## src/rtl/baw_input_ctrl.sv

```systemverilog
// baw_input_ctrl: debounced button pulses and validated one-hot card selection
module baw_input_ctrl #(
   parameter int DB_LIMIT = 1_000_000,
   parameter int DB_W     = 20
) (
   input  logic       clk,
   input  logic       resetn,
   input  logic [4:0] btn_raw,
   input  logic [8:0] sw_raw,
   input  logic [8:0] avail_mask,
   input  logic       sel_enable,
   input  logic       card_ack,
   output logic [4:0] btn_pulse,
   output logic       card_valid,
   output logic [8:0] card_sel,
   output logic       sel_error
);
   typedef enum logic {IDLE, HOLD} state_t;
   state_t state, state_n;
   logic [4:0] btn_m, btn_s, stable, stable_d;
   logic [8:0] sw_m, sw_s, sel_n;
   logic [DB_W-1:0] cnt [5];
   logic en_d, err_n, commit, ok, clr, abort;

   assign card_valid = state == HOLD;

   // two-flop synchronizers, sel_enable history and rising-edge pulse of the debounced levels
   always_ff @(posedge clk or negedge resetn) begin
      if (!resetn) begin
         btn_m     <= '0;
         btn_s     <= '0;
         sw_m      <= '0;
         sw_s      <= '0;
         en_d      <= 1'b0;
         stable_d  <= '0;
         btn_pulse <= '0;
      end else begin
         btn_m     <= btn_raw;
         btn_s     <= btn_m;
         sw_m      <= sw_raw;
         sw_s      <= sw_m;
         en_d      <= sel_enable;
         stable_d  <= stable;
         btn_pulse <= stable & ~stable_d;
      end
   end

   // per-button debounce: the stable level flips once the synced input has disagreed for DB_LIMIT-1 cycles
   always_ff @(posedge clk or negedge resetn) begin
      if (!resetn) begin
         stable <= '0;
         for (int i = 0; i < 5; i++) cnt[i] <= '0;
      end else begin
         for (int i = 0; i < 5; i++) begin
            if (btn_s[i] == stable[i]) cnt[i] <= '0;
            else if (cnt[i] == DB_W'(DB_LIMIT - 2)) begin
               cnt[i]    <= '0;
               stable[i] <= ~stable[i];
            end else cnt[i] <= cnt[i] + DB_W'(1);
         end
      end
   end

   // commit FSM state, held card and sticky error registers
   always_ff @(posedge clk or negedge resetn) begin
      if (!resetn) begin
         state     <= IDLE;
         card_sel  <= '0;
         sel_error <= 1'b0;
      end else begin
         state     <= state_n;
         card_sel  <= sel_n;
         sel_error <= err_n;
      end
   end

   // commit validation, hold/ack/abort transitions and error set/clear (set wins over clear)
   always_comb begin
      ok      = $onehot(sw_s) && |(sw_s & avail_mask);
      commit  = state == IDLE && btn_pulse[0] && sel_enable;
      clr     = (en_d && !sel_enable) || btn_pulse[2];
      abort   = !sel_enable || btn_pulse[2];
      state_n = state;
      sel_n   = card_sel;
      err_n   = commit ? !ok : (clr ? 1'b0 : sel_error);
      if (commit && ok) begin
         state_n = HOLD;
         sel_n   = sw_s;
      end else if (state == HOLD && (abort || card_ack)) begin
         state_n = IDLE;
         sel_n   = '0;
      end
   end
endmodule

```

## config.mk

```make
export PLATFORM = sky130hd
export DESIGN_NAME = baw_input_ctrl
export DESIGN_NICKNAME = d
export VERILOG_FILES = /design/src/rtl/baw_input_ctrl.sv
export SDC_FILE = /design/constraint.sdc
export NUM_CORES = 1
export LEC_CHECK = 0
export ABC_AREA = 1
export BUFFER_PORTS_ARGS = -buffer_cell sky130_fd_sc_hd__clkbuf_2
export CAP_MARGIN = 20
export CORE_MARGIN = 2
export CORE_UTILIZATION = 55
export DETAILED_ROUTE_END_ITERATION = 10
export PLACE_DENSITY = 0.82
export RECOVER_POWER = 25
export SYNTH_ARGS = -nofsm -noshare
export SYNTH_HDL_FRONTEND = slang
export SYNTH_SLANG_ARGS = --single-unit
```

## constraint.sdc

```tcl
create_clock -name clk -period 3.09 [get_ports clk]
set_input_delay 0.618 -clock clk [delete_from_list [all_inputs] [get_ports clk]]
set_output_delay 0.618 -clock clk [all_outputs]
set_load 0.01 [all_outputs]
```

* After elaboration in Yosys (flattened, before gate mapping)
Cells that the tools add are included.
Widths: inputs -> output; s select.
** Word-level totals
- Bits in registers :: 155
- Output and inout port bits :: 16
- Word-level logic and storage cells :: 93
- Input port bits :: 27
** Operators by class
- $add $sub $neg :: 13
- Equal/unequal tests :: 11
- Reduce and logical (&&, ||, !) cells :: 19
- Bitwise gates (word level) :: 14
- Muxes and demuxes :: 16
** Operators with widths (number)
- $mux 20 :: 10
- $add 20x1->20 const B :: 5
- $eq 20x20->1 const B :: 5
- $mux 9 :: 2
- $not 1->1 :: 11
- $reduce_and 2->1 :: 5
- $and 9x9->9 :: 1
- $reduce_or 9->1 :: 1
- $add 1x1->2 :: 4
- $add 2x2->3 :: 2
- $logic_and 1x1->1 :: 6
- $and 5x5->5 :: 1
- $eq 1x1->1 :: 5
- $not 5->5 :: 1
- $add 3x3->4 :: 1
- $add 4x1->4 :: 1
- $eq 4x1->1 const B :: 1
- $mux 1 :: 4
- $reduce_bool 2->1 :: 2
- $logic_or 1x1->1 :: 3
- $logic_not 1->1 :: 2

* Depth between registers and ports, before layout
Gate-level depths: netlist of run 1.
- Depth after elaboration :: 8
- Mapped depth :: 16

* Worst setup path after synthesis of run 1
Ideal clock, no wire load.
- Path type :: reg2reg
- Start point :: register sw_s[0]
- End point :: register card_sel[0]
- Library setup time :: 0.118 ns
- Arrival :: 3.275 ns
- Period minus slack after synthesis :: 3.393 ns
- Cell stages (with the launch flop) :: 17
- Path buffers :: 0
- Setup slack :: -0.303 ns
- Cell sequence :: dfrtp_1 inv_1 fa_1 fa_1 fa_1 inv_1 fa_1 inv_1 fa_1 nand2_1 nor2_1 nand2_1 a21oi_1 nand2_1 clkinv_1 nand2_1 nand2_1
** Between the ends
- Word-level cells in the longest chain between the ends :: 8
- Elaborated cells between the ends (all ways) :: 11
** Ends and longest elaborated chain
- start, declared :: RTL line 21 : logic [8:0] sw_m, sw_s, sel_n;
- start signal, assigned :: RTL line 41 : sw_s <= sw_m;
- $add 1x1->2 (implied by the code) :: RTL line 79 : ok = $onehot(sw_s) && |(sw_s & avail_mask);
- $add 2x2->3 (implied by the code) :: RTL line 79
- $add 3x3->4 (implied by the code) :: RTL line 79
- $add 4x1->4 (implied by the code) :: RTL line 79
- $eq 4x1->1 :: RTL line 79
- $logic_and 1x1->1 :: RTL line 79
- $logic_and 1x1->1 :: RTL line 86 : if (commit && ok) begin
- $mux 9 / $reduce_bool 2->1 (equally long branches)
- end signal, assigned :: RTL line 72 : card_sel <= sel_n;
- end, declared :: RTL line 15 : output logic [8:0] card_sel,
Several ways; a longest one is shown, not always the timed one.
A chain may end at the register's enable or synchronous reset.

* Final worst setup path of run 1
- Start point :: register sw_s[1]
- End point :: register card_sel[1]
Same word-level chain as after synthesis.

==> impl_metrics.env, run 1 <==
export IMPL_vias=6190
export IMPL_initial_core_util_pct=56.2
export IMPL_cap_violations=0
export IMPL_pre_cts_ws_ns=-0.446
export IMPL_finalWirelength_mm=16.4
export IMPL_fin_util_pct=64.7
export IMPL_crit_type="register to register"
export IMPL_peakVddDrop_v=0.000433
export IMPL_dr_first_iter_drc_count=615
export IMPL_grt_usage_pct=23.7
export IMPL_hold_path_class="primary input to register"
export IMPL_antenna_found_initial=0
export IMPL_cts_tree="done"
export IMPL_cp_end_kind="register"
export IMPL_clockRootBuffer="clkbuf_16"
export IMPL_worst_r2r_path_depth=16
export IMPL_placed_area_um2=8250
export IMPL_min_path_cells=1
export IMPL_first_pass_iters=6
export IMPL_p_per_area_nw_per_um2=511
export IMPL_core_um2=13800
export IMPL_ys_ff_latch=155
export IMPL_synth_net_count=998
export IMPL_gp_congestion=0.913
export IMPL_remaining_drc_errors=0
export IMPL_final_setup_worst_slack_ns=-0.422
export IMPL_reg2reg_to="card_sel[1]$_DFFE_PN0P_"
export IMPL_path_clk_slew_ns=0.06
export IMPL_async_reset_ff_share_pct=100
export IMPL_holdPathEnd="btn_m[4]$_DFF_PN0_"
export IMPL_nets=1065
export IMPL_fmax_ghz=0.285
export IMPL_fin_skew_ns=0.00711
export IMPL_syn_instance_count=954
export IMPL_clockBufferDepth=2
export IMPL_cp_slowest_cell="fa_1"
export IMPL_status="finished with violations"
export IMPL_clkLatencyLatePin_ns=0.42
export IMPL_wl_per_cell_um=13.5
export IMPL_io_buffer_count=42
export IMPL_grt_pass1_vias=6097
export IMPL_final_area_um2=8940
export IMPL_drive_above_1_share_pct=14.4
export IMPL_setup_violations=11
export IMPL_slew_headroom_pct=0.938
export IMPL_die_area_um2=15100
export IMPL_hold_ws_ns=0.300
export IMPL_period_needed_ns=3.51
export IMPL_cp_required_ns=3.40
export IMPL_r2r_start="sw_s[1]$_DFF_PN0_"
export IMPL_fin_crit_sh_pct=114
export IMPL_startpoint_type="register"
export IMPL_path_max_fanout=10
export IMPL_ys_types=33
export IMPL_p_leak_nw=4.15
export IMPL_die_w_um=123
export IMPL_rsz0062_at_grt="yes"
export IMPL_die_y_um=123
export IMPL_cts_sinks=155
export IMPL_hpwlAfterDp_mm=11.3
export IMPL_ioPinCount=43
export IMPL_rows=43
export IMPL_grt_ovfl_total=0
export IMPL_numCtsBuffers=17
export IMPL_r2r_slack_ns=-0.42
export IMPL_synth_area_per_cell_um2=8.15
export IMPL_grt_pass1_wl_mm=28.0
export IMPL_maxSlewViolCount=0
export IMPL_syn2layout_area_growth_pct=15.0
export IMPL_worstPathCellList="inv_2 -> fa_1 -> fa_1 -> fa_1 -> inv_2 -> fa_2 -> inv_2 -> fa_1 -> nand2_1 -> nor2_1 -> nand2_1 -> a21oi_2 -> nand2_2 -> clkinv_4 -> nand2_1 -> nand2_1"
export IMPL_crit_arrival_ns=3.82
export IMPL_via_per_inst=5.10
export IMPL_violations="negative setup slack"
export IMPL_yosysSeqAreaShare_pct=49.9
export IMPL_antenna_cells=0
export IMPL_ys_flop_type="dfrtp_1"
export IMPL_p_total_mw=4.57
export IMPL_hold_viol=0
export IMPL_synth_area_um2=7770
export IMPL_grt_max_degree=70
export IMPL_cts_max_level=4
export IMPL_hp_start="btn_raw[4]"
export IMPL_critical_path_max_stage_delay_ns=0.57
export IMPL_final_antenna_net_count=0
export IMPL_synth_edf_count=0
export IMPL_tightest_slew_ns=1.49
export IMPL_synth_warnings=0
layout by cell type, fill, tap and decap left out, types with 2 or more instances in the layout:
cell       Yosys  routed
o21bai_1       2       2
nand2_2       12      14
nand3_1       57      56
nand3_2        9      10
clkbuf_16      0      17
nor3_2         4       4
nand4_1       13      13
xnor2_1       21      21
buf_6          1       2
inv_2          5       9
dfrtp_1      155     155
bufinv_16      0       4
inv_1        104     100
nor3b_1        3       3
clkbuf_1       0       5
buf_4          2       7
clkinv_4       0       3
nor2_4         4       4
a21oi_1       14      13
nor2_1       224     223
xor2_1        31      31
o21ai_0        4       4
nor3_1        20      20
nand2_1      222     220
nor2_2        18      19
clkbuf_2       0      39
fa_1           5       4
clkbuf_8       0       4
ha_1          12      12
nor3_4         3       3
metal layers:
layer | global-route usage [%] | wire [µm] | vias to the layer above
li1 | - | - | 3086
met1 | 30.4 | 7250 | 2920
met2 | 39.8 | 8070 | 157
met3 | 5.77 | 847 | 27
met4 | 7.69 | 253 | 0
met5 | 0 | 0 | -
worst max-delay path, delay by kind of cell (launching register included):
kind	cells	cell delay [ns]
adder cells (fa/ha/maj)	5	2.29
AND/OR/NAND/NOR	6	0.47
AO/OA/AOI/OAI	1	0.04
buffers and inverters	4	0.26
flip-flops	1	0.35
flip-flops by register name, summed over array words and instances (netlist names):
| name | flops |
|---|---|
| cnt | 100 |
| card_sel | 9 |
| sw_m | 9 |
| sw_s | 9 |
| btn_m | 5 |
| btn_pulse | 5 |
| btn_s | 5 |
| stable | 5 |
| stable_d | 5 |
| card_valid | 1 |
| en_d | 1 |
| sel_error | 1 |
Yosys cell counts (9+ instances only):
library cell | n | area, µm²
a21oi_1 | 14 | 70.1
nand3_2 | 9 | 90.1
xnor2_1 | 21 | 184
nand2_2 | 12 | 75.1
nor2_1 | 224 | 841
nand2_1 | 222 | 833
nor3_1 | 20 | 100
nor2_2 | 18 | 113
inv_1 | 104 | 390
dfrtp_1 | 155 | 3880
xor2_1 | 31 | 272
ha_1 | 12 | 150
nand3_1 | 57 | 285
nand4_1 | 13 | 81.3
repair_timing:
action / 4_1_cts / 5_1_grt
hold buffers: 0 / 0
cloned: 1 / 0
setup buffers: 2 / 1
endpoints found under the setup margin: 11 / 11
pin swaps: 9 / 4
resized for setup: 7 / 5
cells by family after synthesis:
kind of cell | Yosys count | share of synthesized area, %
AO/OA/AOI/OAI | 23 | 1.66
XOR/XNOR | 53 | 6.07
adder cells (fa/ha/maj) | 17 | 3.22
buffers and inverters | 114 | 5.71
flip-flops | 155 | 49.9
AND/OR/NAND/NOR | 592 | 33.5
cell type report:
class | count | area, µm²
Clock buffer | 23 | 488
Clock inverter | 9 | 159
Fill cell | 1106 | 4890
Inverter | 110 | 418
Multi-Input combinational cell | 685 | 3470
Sequential cell | 155 | 3880
Tap cell | 180 | 225
Timing Repair Buffer | 52 | 302
metrics by stage:
stage,setup TNS (ns),instances
2_1_floorplan,-2.28,954
3_3_place_gp,-3.37,1178
3_5_place_dp,-4.65,1178
4_1_cts,-4.12,1213
5_1_grt,-6.54,1214
6_report,-4.37,1214
power by group:
part           switching [mW]  total, mW  internal (mW)
clock network           0.807       2.25           1.44
logic                   0.142      0.224         0.0818
registers              0.0336       2.10           2.07
worst max-delay path by stage:
stage / cells past startpoint / to / from
after global placement: 16 / card_sel[1]$_DFFE_PN0P_ / sw_s[3]$_DFF_PN0_
after floorplan: 16 / card_sel[1]$_DFFE_PN0P_ / sw_s[3]$_DFF_PN0_
after CTS: 16 / card_sel[6]$_DFFE_PN0P_ / sw_s[0]$_DFF_PN0_
final: 16 / card_sel[1]$_DFFE_PN0P_ / sw_s[1]$_DFF_PN0_
after global routing: 16 / card_sel[1]$_DFFE_PN0P_ / sw_s[1]$_DFF_PN0_
after detailed placement: 16 / card_sel[1]$_DFFE_PN0P_ / sw_s[3]$_DFF_PN0_
Power figures use the tool's default switching activity.
==> run 2, diff against run 1 <==
Settings changed: CTS_CLUSTER_SIZE from default to 20, PLACE_DENSITY 0.82 to default, PLACE_DENSITY_LB_ADDON from default to 0.1.
==> impl_metrics.env, run 2 (synthesis results as in run 1) <==
export IMPL_die_y_um=123
export IMPL_cts_max_level=4
export IMPL_critical_path_max_stage_delay_ns=0.56
export IMPL_tightest_slew_ns=2.06
export IMPL_die_w_um=123
export IMPL_drive_above_1_share_pct=13.8
export IMPL_dr_first_iter_drc_count=446
export IMPL_wl_per_cell_um=12.6
export IMPL_via_per_inst=4.90
export IMPL_remaining_drc_errors=0
export IMPL_clockRootBuffer="clkbuf_16"
export IMPL_mostFrequentLayoutCell="nor2_1"
export IMPL_final_cell_count_no_fill=1213
export IMPL_violations="max-capacitance violations, max-slew violations, negative setup slack"
export IMPL_vias=5940
export IMPL_worst_r2r_path_depth=16
export IMPL_grt_pass1_wl_mm=26.8
export IMPL_maxSlewViolCount=42
export IMPL_cap_violations=1
export IMPL_setup_violations=11
export IMPL_period_needed_ns=3.46
export IMPL_initial_core_util_pct=56.2
export IMPL_r2r_start="sw_s[0]$_DFF_PN0_"
export IMPL_rsz0062_at_grt="yes"
export IMPL_antenna_found_initial=0
export IMPL_p_per_area_nw_per_um2=496
export IMPL_die_area_um2=15100
export IMPL_clockBufferDepth=2
export IMPL_slew_headroom_pct=-37.4
export IMPL_grt_pass1_vias=5739
export IMPL_crit_type="register to register"
export IMPL_setup_tns_ns=-3.80
export IMPL_r2r_slack_ns=-0.37
export IMPL_final_area_um2=8860
export IMPL_cp_common_cell="fa_1"
export IMPL_p_leak_nw=4.12
export IMPL_fin_skew_ns=0.00814
export IMPL_cts_sinks=155
export IMPL_hpwlAfterDp_mm=11.1
export IMPL_worstPathCellList="inv_2 -> fa_1 -> fa_1 -> fa_1 -> inv_1 -> fa_2 -> inv_2 -> fa_1 -> nand2_1 -> nor2_1 -> nand2_1 -> a21oi_2 -> nand2_2 -> buf_6 -> nand3_1 -> nand2_1"
export IMPL_cp_end_kind="register"
export IMPL_first_pass_iters=5
export IMPL_clkLatencyLatePin_ns=0.42
export IMPL_cp_slowest_cell="fa_1"
export IMPL_fin_crit_sh_pct=112
export IMPL_core_um2=13800
export IMPL_status="finished with violations"
export IMPL_fmax_ghz=0.289
export IMPL_path_max_fanout=10
export IMPL_ioPinCount=43
export IMPL_hold_path_class="primary input to register"
export IMPL_cts_hold_fix_buffers=0
export IMPL_final_setup_worst_slack_ns=-0.374
export IMPL_largest_register="cnt"
export IMPL_rows=43
export IMPL_largest_reg_flops=100
export IMPL_gp_congestion=0.892
export IMPL_crit_arrival_ns=3.77
export IMPL_hp_start="sw_raw[5]"
export IMPL_dp_cells=1180
export IMPL_grt_usage_pct=22.6
export IMPL_grt_max_degree=60
export IMPL_min_path_cells=1
export IMPL_reg2reg_to="card_sel[1]$_DFFE_PN0P_"
export IMPL_peakVddDrop_v=0.000623
export IMPL_numCtsBuffers=17
export IMPL_cp_required_ns=3.40
export IMPL_io_buffer_count=42
export IMPL_cts_tree="done"
export IMPL_final_antenna_net_count=0
export IMPL_holdPathEnd="sw_m[5]$_DFF_PN0_"
export IMPL_nets=1064
export IMPL_grt_ovfl_total=0
export IMPL_startpoint_type="register"
export IMPL_antenna_cells=0
export IMPL_final_cell_mix="nor2_1, nand2_1, dfrtp_1"
export IMPL_hold_viol=0
export IMPL_syn2layout_area_growth_pct=13.9
export IMPL_path_clk_slew_ns=0.06
export IMPL_finalWirelength_mm=15.3
export IMPL_placed_area_um2=8260
==> run 2: worst max path at each step <==
stage | start | end | slack (ns) | cells after the start
floorplan | sw_s[3]$_DFF_PN0_ | card_sel[1]$_DFFE_PN0P_ | -0.22 | 16
global placement | sw_s[3]$_DFF_PN0_ | card_sel[1]$_DFFE_PN0P_ | -0.34 | 16
detailed placement | sw_s[3]$_DFF_PN0_ | card_sel[1]$_DFFE_PN0P_ | -0.43 | 16
CTS | sw_s[0]$_DFF_PN0_ | card_sel[1]$_DFFE_PN0P_ | -0.38 | 16
global route | sw_s[0]$_DFF_PN0_ | card_sel[3]$_DFFE_PN0P_ | -0.54 | 16
finish | sw_s[0]$_DFF_PN0_ | card_sel[1]$_DFFE_PN0P_ | -0.37 | 16
==> run 2: timing repair <==
| item | CTS | global route |
|---|---|---|
| pin swaps | 3 | 0 |
| resized for setup | 5 | 0 |
| setup endpoints to repair | 11 | 11 |
| buffers inserted | 1 | 0 |
==> run 2: per-stage QoR <==
step / setup WS, ns / total power [mW] / utilization [%] / hold WS, ns
final: -0.374 / 4.39 / 64.1 / 0.298
after global routing: -0.541 / 4.58 / 64.1 / 0.276
after CTS: -0.380 / 4.44 / 64.2 / 0.0976
after detailed placement: -0.433 / 2.34 / 59.8 / 0.336
after global placement: -0.342 / 2.34 / 59.8 / 0.331
after floorplan: -0.220 / 2.24 / - / 0.322
==> run 2: worst max-delay path: cells and delay by family (launching register included) <==
kind,cells,cell delay (ns)
compound gates,1,0.13
fa+ha+maj,5,2.11
buf+inv,4,0.31
simple gates,6,0.45
flops,1,0.36
==> run 2: area by class of cell <==
class                   count  area (µm²)
clock buffers              22         484
clock inverters            10         114
fillers                  1205        4970
inverters                 110         418
multi-input cells         685        3460
flip-flops and latches    155        3880
well taps                 180         225
repair buffers             51         277
==> run 2: where the power goes <==
part	leakage (nW)	switching, mW	internal [mW]
clock network	0.296	0.809	1.27
logic	1.74	0.132	0.0748
registers	2.09	0.0331	2.07
==> run 2: routing by layer <==
| layer | vias up | track usage (%) | wire [µm] |
|---|---|---|---|
| met5 | - | 0 | 0 |
| met1 | 2753 | 32.1 | 7650 |
| met4 | 0 | 6.61 | 187 |
| met3 | 15 | 5.90 | 658 |
| li1 | 3077 | - | - |
| met2 | 95 | 34.4 | 6840 |
==> run 3, diff against run 2 <==
Settings changed: ABC_AREA 1 to default.
==> impl_metrics.env, run 3 <==
export IMPL_synth_simple_gate_area_share_pct=21.7
export IMPL_hold_viol=0
export IMPL_grt_usage_pct=22.5
export IMPL_min_path_cells=1
export IMPL_crit_type="register to register"
export IMPL_rsz0062_at_grt="yes"
export IMPL_period_needed_ns=3.66
export IMPL_final_area_um2=8180
export IMPL_fin_skew_ns=0.00972
export IMPL_mostFrequentLayoutCell="dfrtp_1"
export IMPL_synth_common_cells="dfrtp_1, nor2_1, xnor2_1"
export IMPL_wl_per_cell_um=15.0
export IMPL_syn2layout_area_growth_pct=16.5
export IMPL_startpoint_type="register"
export IMPL_peakVddDrop_v=0.000438
export IMPL_vias=5132
export IMPL_pre_cts_ws_ns=-0.565
export IMPL_remaining_drc_errors=0
export IMPL_die_w_um=117
export IMPL_holdPathEnd="btn_m[4]$_DFF_PN0_"
export IMPL_setup_tns_ns=-5.44
export IMPL_synth_most_common_cell="dfrtp_1"
export IMPL_gp_congestion=0.886
export IMPL_fmax_ghz=0.273
export IMPL_path_clk_slew_ns=0.06
export IMPL_clockRootBuffer="clkbuf_16"
export IMPL_rows=41
export IMPL_synthXorXnorAreaFrac_pct=8.49
export IMPL_die_area_um2=13700
export IMPL_ys_ff_latch=155
export IMPL_cap_violations=1
export IMPL_status="finished with violations"
export IMPL_path_max_fanout=6
export IMPL_drive_above_1_share_pct=15.4
export IMPL_syn_instance_count=666
export IMPL_p_leak_nw=3.49
export IMPL_final_antenna_net_count=0
export IMPL_via_per_inst=5.63
export IMPL_die_y_um=117
export IMPL_synth_edf_count=0
export IMPL_muxShareOfSynthArea_pct=2.23
export IMPL_synth_fa_ha_area_share_pct=3.57
export IMPL_first_pass_iters=4
export IMPL_grt_max_degree=63
export IMPL_synth_area_top_cells="dfrtp_1, xnor2_1, nor2_1"
export IMPL_yosysSeqAreaShare_pct=55.3
export IMPL_setup_violations=11
export IMPL_io_buffer_count=42
export IMPL_fin_crit_sh_pct=119
export IMPL_hold_ws_ns=0.307
export IMPL_synth_net_count=710
export IMPL_async_reset_ff_share_pct=100
export IMPL_final_setup_worst_slack_ns=-0.575
export IMPL_tightest_slew_ns=1.60
export IMPL_clkLatencyLatePin_ns=0.41
export IMPL_ioPinCount=43
export IMPL_synth_area_um2=7020
export IMPL_finalWirelength_mm=13.7
export IMPL_r2r_slack_ns=-0.57
export IMPL_ys_flop_type="dfrtp_1"
export IMPL_synth_area_per_cell_um2=10.5
export IMPL_cp_end_kind="register"
export IMPL_dr_first_iter_drc_count=423
export IMPL_grt_pass1_wl_mm=23.9
export IMPL_largest_reg_flops=100
export IMPL_core_um2=12500
export IMPL_p_total_mw=4.40
export IMPL_p_per_area_nw_per_um2=539
export IMPL_synth_compound_area_share_pct=5.88
export IMPL_antenna_found_initial=0
export IMPL_ys_types=42
export IMPL_final_cell_mix="dfrtp_1, nor2_1, xnor2_1"
export IMPL_numCtsBuffers=17
export IMPL_cts_sinks=155
export IMPL_yosysTopAreaCell="dfrtp_1"
export IMPL_cts_tree="done"
export IMPL_maxSlewViolCount=62
export IMPL_antenna_cells=0
export IMPL_grt_ovfl_total=0
export IMPL_synth_top_family_by_area="simple AND/OR/NAND/NOR gates"
export IMPL_cp_required_ns=3.42
export IMPL_violations="max-capacitance violations, max-slew violations, negative setup slack"
export IMPL_reg2reg_to="card_sel[4]$_DFFE_PN0P_"
export IMPL_placed_area_um2=7540
export IMPL_hold_path_class="primary input to register"
export IMPL_r2r_start="sw_s[1]$_DFF_PN0_"
export IMPL_crit_arrival_ns=4.00
export IMPL_nets=771
export IMPL_yosysTopAreaCellShare_pct=55.3
export IMPL_largest_register="cnt"
export IMPL_cts_max_level=4
export IMPL_slew_headroom_pct=-6.91
export IMPL_initial_core_util_pct=56.1
export IMPL_clockBufferDepth=2
export IMPL_synth_warnings=0
export IMPL_worst_r2r_path_depth=12
export IMPL_hpwlAfterDp_mm=9.44
export IMPL_hp_start="btn_raw[4]"
export IMPL_grt_pass1_vias=4892
run 3: cell types whose count changed after synthesis, moves of 17 or more:
cell and change:
nor2_2 -18, nor2_1 -135, clkbuf_1 +17, inv_1 -73, xnor2_1 +27, nand2_1 -181, nor4_1 +19, or4_1 +22
run 3: cells by family after synthesis:
| family | count (synthesis) |
|---|---|
| AND/OR/NAND/NOR | 291 |
| flip-flops | 155 |
| AO/OA/AOI/OAI | 68 |
| XOR/XNOR | 68 |
| buffers and inverters | 52 |
| adder cells (fa/ha/maj) | 17 |
| multiplexers | 15 |
run 3: power by group:
part           switching, mW  internal, mW
registers             0.0305          2.07
clock network          0.783          1.31
logic                  0.134        0.0851
run 3: critical path, cell delays in order, from the launching register on:
cell and delay (ns):
dfrtp_1 0.40, inv_2 0.08, fa_1 0.43, fa_1 0.52, fa_1 0.43, inv_2 0.07, fa_2 0.21, inv_2 0.04
fa_2 0.52, nand4_1 0.10, a211oi_2 0.31, buf_4 0.23, mux2i_2 0.22
run 3: area by class of cell:
class / count / area (µm²)
Fill cell: 1032 / 4340
Sequential cell: 155 / 3880
Multi-Input combinational cell: 459 / 2990
Clock buffer: 20 / 457
Timing Repair Buffer: 63 / 377
Tap cell: 172 / 215
Clock inverter: 11 / 145
Inverter: 31 / 116
run 3: worst max path at each step:
stage | startpoint | endpoint
2_1_floorplan | sw_s[0]$_DFF_PN0_ | card_sel[0]$_DFFE_PN0P_
3_3_place_gp | sw_s[0]$_DFF_PN0_ | card_sel[2]$_DFFE_PN0P_
3_5_place_dp | sw_s[1]$_DFF_PN0_ | card_sel[4]$_DFFE_PN0P_
4_1_cts | sw_s[0]$_DFF_PN0_ | card_sel[4]$_DFFE_PN0P_
5_1_grt | sw_s[0]$_DFF_PN0_ | card_sel[4]$_DFFE_PN0P_
6_report | sw_s[1]$_DFF_PN0_ | card_sel[4]$_DFFE_PN0P_
run 3: metal layers:
| layer | routed length [µm] | up-vias | GRT usage, % |
|---|---|---|---|
| met5 | 0 | - | 0 |
| met4 | 212 | 0 | 7.61 |
| met3 | 469 | 18 | 4.58 |
| met2 | 6440 | 81 | 34.1 |
| met1 | 6570 | 2568 | 32.7 |
| li1 | - | 2465 | - |
run 3: per-stage QoR:
stage          std cells  utilization [%]
2_1_floorplan        666                -
3_3_place_gp         877             60.2
3_5_place_dp         877             60.2
4_1_cts              910             65.3
5_1_grt              911             65.3
6_report             911             65.3
run 3: what timing repair did:
item,CTS,global route
setup endpoints to repair,11,11
setup buffers,3,1
hold buffers,0,0
gates resized for setup,10,1
pin swaps,3,2
